[config.mk]
export PLATFORM = sky130hd
export DESIGN_NAME = psum_accum_ctrl
export DESIGN_NICKNAME = d
export VERILOG_FILES = /design/src/rtl/psum_accum_ctrl.sv
export SDC_FILE = /design/constraint.sdc
export NUM_CORES = 1
export LEC_CHECK = 0
export ABC_AREA = 1
export CAP_MARGIN = 10
export CORE_AREA = 2 2 95 97
export DETAILED_ROUTE_END_ITERATION = 8
export DIE_AREA = 0 0 97 99
export PLACE_DENSITY = 0.8
export SLEW_MARGIN = 20
export SYNTH_ARGS = -nofsm -noshare
export SYNTH_HDL_FRONTEND = slang
export SYNTH_SLANG_ARGS = --single-unit
export TNS_END_PERCENT = 5
[constraint.sdc]
create_clock -name clk -period 5.4 [get_ports clk]
set_input_delay 1.08 -clock clk [delete_from_list [all_inputs] [get_ports clk]]
set_output_delay 1.08 -clock clk [all_outputs]
set_load 0.02 [all_outputs]
[src/rtl/psum_accum_ctrl.sv]
// psum_accum_ctrl: reduces every KROWS psums into one pixel over a start/done-controlled run,
// with valid/ready backpressure on both the psum input and the pixel output.
module psum_accum_ctrl #(
  parameter int DATA_W = 16,
  parameter int KROWS  = 3,
  parameter int CNT_W  = 16
) (
  input  logic              clk,
  input  logic              rst,
  input  logic              start_i,
  input  logic [CNT_W-1:0]  num_out_i,
  input  logic              abort_i,
  output logic              busy_o,
  output logic              done_o,
  input  logic              psum_valid_i,
  input  logic [DATA_W-1:0] psum_data_i,
  output logic              psum_ready_o,
  output logic              acc_valid_o,
  output logic [DATA_W-1:0] acc_data_o,
  output logic              acc_last_o,
  input  logic              acc_ready_i
);
  typedef enum logic [1:0] {IDLE, ACCUM, EMIT, DONE} state_t;
  state_t            state_q, state_d;
  logic [7:0]        row_q, row_d;
  logic [CNT_W-1:0]  cnt_q, cnt_d, num_q, num_d;
  logic [DATA_W-1:0] acc_q, acc_d, out_q, out_d, sum;
  logic              last_row, last_pix;
  assign sum          = (row_q == '0) ? psum_data_i : acc_q + psum_data_i;
  assign last_row     = row_q == 8'(KROWS - 1);
  assign last_pix     = cnt_q == num_q - CNT_W'(1);
  assign busy_o       = state_q != IDLE;
  assign done_o       = state_q == DONE;
  assign psum_ready_o = state_q == ACCUM;
  assign acc_valid_o  = state_q == EMIT;
  assign acc_last_o   = acc_valid_o & last_pix;
  assign acc_data_o   = out_q;
  always_comb begin
    state_d = state_q;
    row_d   = row_q;
    cnt_d   = cnt_q;
    num_d   = num_q;
    acc_d   = acc_q;
    out_d   = out_q;
    case (state_q)
      IDLE: if (start_i) begin
        num_d   = num_out_i;
        cnt_d   = '0;
        row_d   = '0;
        acc_d   = '0;
        state_d = (num_out_i == '0) ? DONE : ACCUM;
      end
      ACCUM: if (psum_valid_i) begin
        acc_d   = sum;
        row_d   = last_row ? '0 : row_q + 8'd1;
        out_d   = last_row ? sum : out_q;
        state_d = last_row ? EMIT : ACCUM;
      end
      EMIT: if (acc_ready_i) begin
        cnt_d   = cnt_q + CNT_W'(1);
        state_d = last_pix ? DONE : ACCUM;
      end
      default: state_d = IDLE;
    endcase
    // abort drops the run and scrubs partial state; the last emitted pixel value is kept
    if (abort_i) begin
      state_d = IDLE;
      row_d   = '0;
      cnt_d   = '0;
      num_d   = '0;
      acc_d   = '0;
    end
  end
  always_ff @(posedge clk) begin
    if (rst) begin
      state_q <= IDLE;
      row_q   <= '0;
      cnt_q   <= '0;
      num_q   <= '0;
      acc_q   <= '0;
      out_q   <= '0;
    end else begin
      state_q <= state_d;
      row_q   <= row_d;
      cnt_q   <= cnt_d;
      num_q   <= num_d;
      acc_q   <= acc_d;
      out_q   <= out_d;
    end
  end
endmodule

=== After elaboration in Yosys (flattened, before gate mapping) ===
Cells that the tools add are included.

* Register bits after elaboration: 74
* Output and inout bits: 21
* Word-level logic and storage cells: 48

* Add/subtract/negate cells: 4
* Eq/ne operators: 8
* Mux-type cells: 17
* Bitwise operators: 1
* Reductions and logical operators: 12

{| class="wikitable"
|+ Operators by type and width
! cell !! number
|-
| two-way mux 16 bit || 4
|-
| case mux 16 bit (2 select lines) || 2
|-
| two-way mux 8 bit || 3
|-
| adder 16 x 1 -> 16 bit, second input constant || 1
|-
| adder 16 bit || 1
|-
| == test 16 bit || 1
|-
| zero test 16 bit || 1
|-
| case mux 8 bit (2 select lines) || 1
|-
| subtractor 16 x 1 -> 16 bit, second input constant || 1
|-
| two-way mux 2 bit || 6
|-
| AND reduction 3 bit || 4
|-
| adder 8 x 1 -> 8 bit, second input constant || 1
|-
| == test 8 x 2 -> 1 bit, second input constant || 1
|-
| zero test 8 bit || 1
|-
| case mux 2 bit (3 select lines) || 1
|-
| nonzero test 2 bit || 3
|-
| == test 2 bit, second input constant || 2
|-
| inequality test 2 bit, second input constant || 2
|-
| == test 2 x 1 -> 1 bit, second input constant || 1
|-
| zero test 2 bit || 1
|-
| inequality test 2 x 1 -> 1 bit, second input constant || 1
|-
| AND reduction 2 bit || 1
|-
| OR reduction 2 bit || 1
|-
| bitwise AND 1 bit || 1
|}

=== Logic depth before layout (Yosys ltp) ===
Gate-level depths: netlist (run 1).

* Depth after elaboration: 5
* Gate-level depth with buffers: 16

=== Least setup slack after synthesis (run 1) ===
Ideal clock, no wire load.

* Path type: flip-flop to output port
* Start: reg num_q[0]
* End: out acc_last_o
* Arrival: 1.755 ns
* Data required time: 4.320 ns
* Setup slack: 2.565 ns
* Cell stages (with the launch flop): 13
* Path buffers: 1
* Cells stage by stage: dfxtp_1 inv_1 ha_1 clkbuf_2 xnor2_1 nand2_1 nand2_1 nand2_1 nor3b_1 nand4_1 a21oi_1 nand3_1 nor2_1

* Longest elaborated chain between the ends: 3

{| class="wikitable"
|+ RTL lines
! element !! RTL line !! text
|-
| start, declared || 26 || <nowiki>logic [CNT_W-1:0] cnt_q, cnt_d, num_q, num_d;</nowiki>
|-
| start signal, assigned || 86 || <nowiki>num_q <= num_d;</nowiki>
|-
| subtractor 16 x 1 -> 16 bit || 31 || <nowiki>assign last_pix = cnt_q == num_q - CNT_W'(1);</nowiki>
|-
| == test 16 bit || 31 ||
|-
| bitwise AND 1 bit || 36 || <nowiki>assign acc_last_o = acc_valid_o & last_pix;</nowiki>
|-
| end, declared || 20 || <nowiki>output logic acc_last_o,</nowiki>
|}

Every way passes these cells.

=== Worst setup path in the final report (run 1) ===
Ends and elaborated chain as after synthesis.

==> results of run 1 <==
worst paths after layout:
check                               from              to  slack (ps)
worst min-delay path            acc_q[7]        acc_q[7]         480
worst min register to register  acc_q[7]        acc_q[7]         480
worst max-delay path            num_q[0]      acc_last_o        1560
worst max register to register  acc_q[0]  acc_data_o[10]        3090
Yosys cell counts, drive strengths merged, types with 5 or more instances:
| library cell | n | area [um2] |
|---|---|---|
| nand2 | 183 | 709 |
| nor2 | 98 | 410 |
| a21oi | 76 | 380 |
| dfxtp | 74 | 1480 |
| inv | 74 | 278 |
| o21ai | 55 | 275 |
| nand3 | 41 | 205 |
| ha | 20 | 250 |
| xor2 | 18 | 158 |
| nor3 | 14 | 80.1 |
| nand4 | 10 | 68.8 |
| xnor2 | 10 | 87.6 |
| clkbuf | 9 | 35.0 |
| buf | 8 | 48.8 |
| or2 | 7 | 43.8 |
| nand3b | 6 | 45.0 |
| nor4 | 6 | 43.8 |
| a21o | 5 | 37.5 |
metal layers:
layer	up-vias	track usage, %	wire [um]
li1	2515	-	-
met1	2279	34.3	5680
met2	200	48.5	6390
met3	40	3.33	793
met4	0	14.1	456
met5	-	0	0
power by group:
group	internal, mW	total [mW]	switching, mW	leakage, nW
Combinational	0.0849	0.219	0.134	1.72
Clock	0.307	0.525	0.218	0.120
Sequential	0.553	0.561	0.00853	0.598
cell families after synthesis:
kind of cell / count (synthesis)
adders and majority gates: 21
DFF: 74
xor gates and xnor gates: 28
buffers and inverters: 93
AOI/OAI and AO/OA: 148
and+or+nand+nor: 368
tightest hold or removal path, stage by stage, from the launching register on:
cell	delay, ps
dfxtp_1	320
nand2_1	60
a21oi_1	50
sequential cells by signal, indices dropped and copies added (netlist names):
signal	cells
cnt_q	16
row_q	8
acc_data_o	16
num_q	16
acc_q	16
state_q	2
per-stage QoR:
stage | instance area (um2) | hold WS, ps | utilization [%] | cells
finish | 5680 | 477 | 66.4 | 900
detailed placement | 5440 | 466 | 63.6 | 884
global route | 5680 | 489 | 66.4 | 900
global placement | 5440 | 458 | 63.6 | 884
floorplan | 4780 | 448 | - | 732
CTS | 5680 | 477 | 66.4 | 900
cell type report:
cell class	instances	share of cell area, %
flip-flops and latches	74	26.1
well taps	108	2.38
multi-input cells	565	51.6
clock buffers	9	2.18
repair buffers	61	10.6
clock inverters	7	2.05
inverters	76	5.05
==> out/summary.txt, run 1 <==
status: finished clean
H-tree levels: 3
most frequent cells in the layout: nand2_1, nor2_1, a21oi_1
CP dominant cell by count: nand2_1
I/O pin total: 59
vias in the first global route: 4735
#FFs+latches synth: 74
WP buf/inv: 2
Placeable Area: 8550 um2
largest family of logic cells by synthesized area: simple AND/OR/NAND/NOR gates
post-synthesis async set-or-reset flop share: 0%
mapped cell area: 4780 um2
post-synth net total: 791
Clock Tree Root: clkbuf_8
CP max-delay cell: clkdlybuf4s50_1
CP arrival: 2760 ps
port bufs: 58
register area: 1480 um2
Routed WL per cell: 14.8 um
first-pass GRT wire length: 22000 um
commonest register cell after synthesis: dfxtp_1
DRT iter0 DRCs: 288
worst-skew pair later-pin latency: 360 ps
vias: 5034
multiplexer area fraction after synthesis: 0%
Remaining Overflow, GRT: 0
critical path's top delay family: buffers and inverters
CP cell instances: inv_1 > ha_1 > xor2_1 > nand2_1 > nand2_1 > nand2_1 > nor3b_1 > nand4_1 > a21oi_1 > nand3_1 > nor2_1 > clkdlybuf4s50_1
hold depth: 2
die area: 9600 um2
sequential area share after synthesis: 31.0%
RSZ-0062 raised after global routing: false
XOR/XNOR Fraction of Synth Area: 5.13%
synthesized instance count: 732
Distinct cells, synth: 42
fraction of layout cells with a size suffix above 1: 7.32%
Hold Crit Class: flip-flop to flip-flop
Final Max Slew Viols: 0
# clock sinks: 74
Antenna Nets Post-Route: 0
Layout Skew: 7.50 ps
Placer Congestion: 0.930
drt first pass iters: 5
drt drc: 0
Setup TNS: 0 ps
Clock transition at path regs: 80 ps
Core Rows: 34
final wirelength: 13300 um
CTS-repair resized insts: 0
max-cap viol count: 0
crit path time final: 3840 ps
fin nets: 846
synthesis-to-layout area growth: 18.7%
Max Freq: 0.261 GHz
Fillers: 743
EDFF count, synth: 0
Relative slew margins: 37.4%
hpwl dp: 10300 um
Power Density: 230 nW/um2
Startpoint Class: flip-flop
CP required: 4320 ps
CP Depth: 12
CTS Buf Count: 9
max incr delay on CP: 600 ps
Global Route Usage Sum: 28.0%
maximum VDD drop: 0.138 mV
post-synthesis compound-gate area fraction: 16.5%
Avg Inst Size Synth: 6.54 um2
Pwr Total: 1.30 mW
critical path class: flip-flop to output pin
CTS tree: built
Inserted Diodes: 0
Worst R2R Path Depth: 13
Worst Setup Slack, final: 1560 ps
final worst path period share: 71.0%
Synth Area in Simple Gates: 34.0%
pre-CTS setup slack: 1950 ps
Die Wd: 97 um
Initial Util: 56.0%
initial antenna violation count: 0
post-synthesis adder-cell area fraction: 5.65%
leak pwr: 2.44 nW
crit end category: output pin
CTS max path bufs: 2
multi-input combinational cell area: 2930 um2
Worst Path Max Fanout: 6
Syn. warnings: 0
most common cell after layout, fill and taps aside: nand2_1
largest net degree at the start of global routing: 30
slew at the pin with the worst max-slew slack: 937 ps
hold buffers post-CTS: 0
number of setup violations in the final report: 0
Via density: 5.59
final hold violation count: 0
Die Y: 99 um
setup bufs post-CTS: 0
Note: power is estimated with default switching activity, not from simulation.
==> inputs of run 2 (changes only) <==
Settings changed: CORE_AREA 2 2 95 97 to 2 2 100 102, DIE_AREA 0 0 97 99 to 0 0 102 104, PLACE_DENSITY 0.8 to 0.76.
Clock period 5.4 ns to 3.3 ns, I/O delays scaled along.
==> run 2 against run 1 <==
- final cell count is 3.2% higher
- global-route usage decreased by 3.1 points
- sequential share of layout area decreased by 0.33 points
- non-clock buffer count is 4 higher
- die area increased by 10%
- via count shrank 3.0%
- first-iteration DRC count shrank 43%
==> out/summary.txt, run 2 (synthesized netlist as in run 1, its figures left out) <==
Final Max Slew Viols: 0
CP endpoint: acc_last_o
drt drc: 0
final instance area: 5750 um2
Initial Util: 50.1%
Layout Skew: 5.18 ps
Power Density: 376 nW/um2
Inserted Diodes: 0
Worst Path Max Fanout: 6
Hold Crit Class: flip-flop to flip-flop
CTS tree: built
CTS max path bufs: 2
grt peak-use layer: met2
reg2reg setup slack: 1010 ps
Setup TNS: 0 ps
Placer Congestion: 0.960
Routed WL per cell: 13.7 um
max-cap viol count: 0
final worst path period share: 92.5%
Worst R2R Path Depth: 6
Worst Setup Slack, final: 249 ps
clock share of power: 40.9%
maximum VDD drop: 0.203 mV
Die Wd: 102 um
final wirelength: 12700 um
crit path time final: 3050 ps
status: finished clean
drt first pass iters: 4
met2 usage: 44.2%
most common cell after layout, fill and taps aside: nand2_1
H-tree levels: 3
hpwl dp: 9830 um
R2R Path End: acc_q[3]
# clock sinks: 74
initial antenna violation count: 0
share of power burned in registers: 42.5%
first-pass GRT wire length: 21400 um
vias in the first global route: 4738
I/O pin total: 59
CTS-repair resized insts: 2
Remaining Overflow, GRT: 0
grt met3 use: 2.82%
RSZ-0062 raised after global routing: false
setup bufs post-CTS: 0
leak pwr: 2.47 nW
Antenna Nets Post-Route: 0
slew at the pin with the worst max-slew slack: 603 ps
M1 GR Usage: 29.0%
NetSw: 0.574 mW
Relative slew margins: 59.7%
synthesis-to-layout area growth: 20.2%
port bufs: 58
critical path class: flip-flop to output pin
die area: 10600 um2
Via density: 5.26
Max Freq: 0.328 GHz
Global Route Usage Sum: 24.9%
Die Y: 104 um
pre-CTS setup slack: 337 ps
crit end category: output pin
CP arrival: 2390 ps
Startpoint Class: flip-flop
CTS Buf Count: 9
fin nets: 850
vias: 4883
DRT iter0 DRCs: 164
final core utilization: 60.2%
hold buffers post-CTS: 0
P_int: 1.59 mW
worst-skew pair later-pin latency: 350 ps
Core Rows: 36
Clock Tree Root: clkbuf_8
Reg-to-Reg Start: row_q[4]
CP required: 2640 ps
power share of the combinational group: 16.5%
fraction of layout cells with a size suffix above 1: 7.91%
Pwr Total: 2.16 mW
Placeable Area: 9550 um2
largest net degree at the start of global routing: 27
Placed Area: 5500 um2
final hold violation count: 0
number of setup violations in the final report: 0
most frequent cells in the layout: nand2_1, nor2_1, a21oi_1
sw frac: 26.6%
Fillers: 913
CP Launch Point: num_q[0]
Clock transition at path regs: 70 ps
run 2: critical path: stages, from the launching register on:
cell and delay (ps):
dfxtp_1 330, inv_1 110, ha_2 260, xor2_1 170
nand2_1 60, nand2_1 80, nand2_1 50, nor3b_1 200
nand4_1 140, a21oi_1 140, nand3_1 80, nor2_1 90
dlygate4sd2_1 330
run 2: power groups by stage:
stage,logic [mW],clock network [mW],registers (mW)
after floorplan,0.238,0,0.935
after global placement,0.348,0,0.939
after detailed placement,0.352,0,0.940
after CTS,0.354,0.901,0.919
after global routing,0.400,0.935,0.920
final,0.357,0.885,0.919
run 2: area by class of cell:
class                      instances  area (um2)  area share [%]
clock buffer                      11         151            2.63
clock inverter                     5         100            1.74
tap                              133         166            2.89
sequential                        74        1480            25.8
multi-input combinational        565        2940            51.0
timing repair buffer              65         632            11.0
inverter                          76         287            4.98
run 2: worst min-delay path by stage:
stage | start | end | slack [ps] | cells after the start
5_1_grt | acc_q[6] | acc_q[6] | 500 | 2
3_3_place_gp | acc_data_o[0] | acc_data_o[0] | 460 | 2
2_1_floorplan | acc_q[0] | acc_q[0] | 450 | 2
4_1_cts | acc_data_o[1] | acc_data_o[1] | 470 | 2
6_report | acc_q[0] | acc_q[0] | 470 | 2
3_5_place_dp | acc_data_o[1] | acc_data_o[1] | 450 | 2
run 2: metal layers:
metal / routed length (um) / vias up
met3: 450 / 33
met1: 5430 / 2201
met2: 6360 / 127
met4: 497 / 0
met5: 0 / -
li1: - / 2522
run 2: per-stage QoR:
stage                     std cells  hold WS, ps
after floorplan                 732          448
after global placement          913          457
after detailed placement        913          455
after CTS                       929          467
after global routing            929          497
final                           929          471
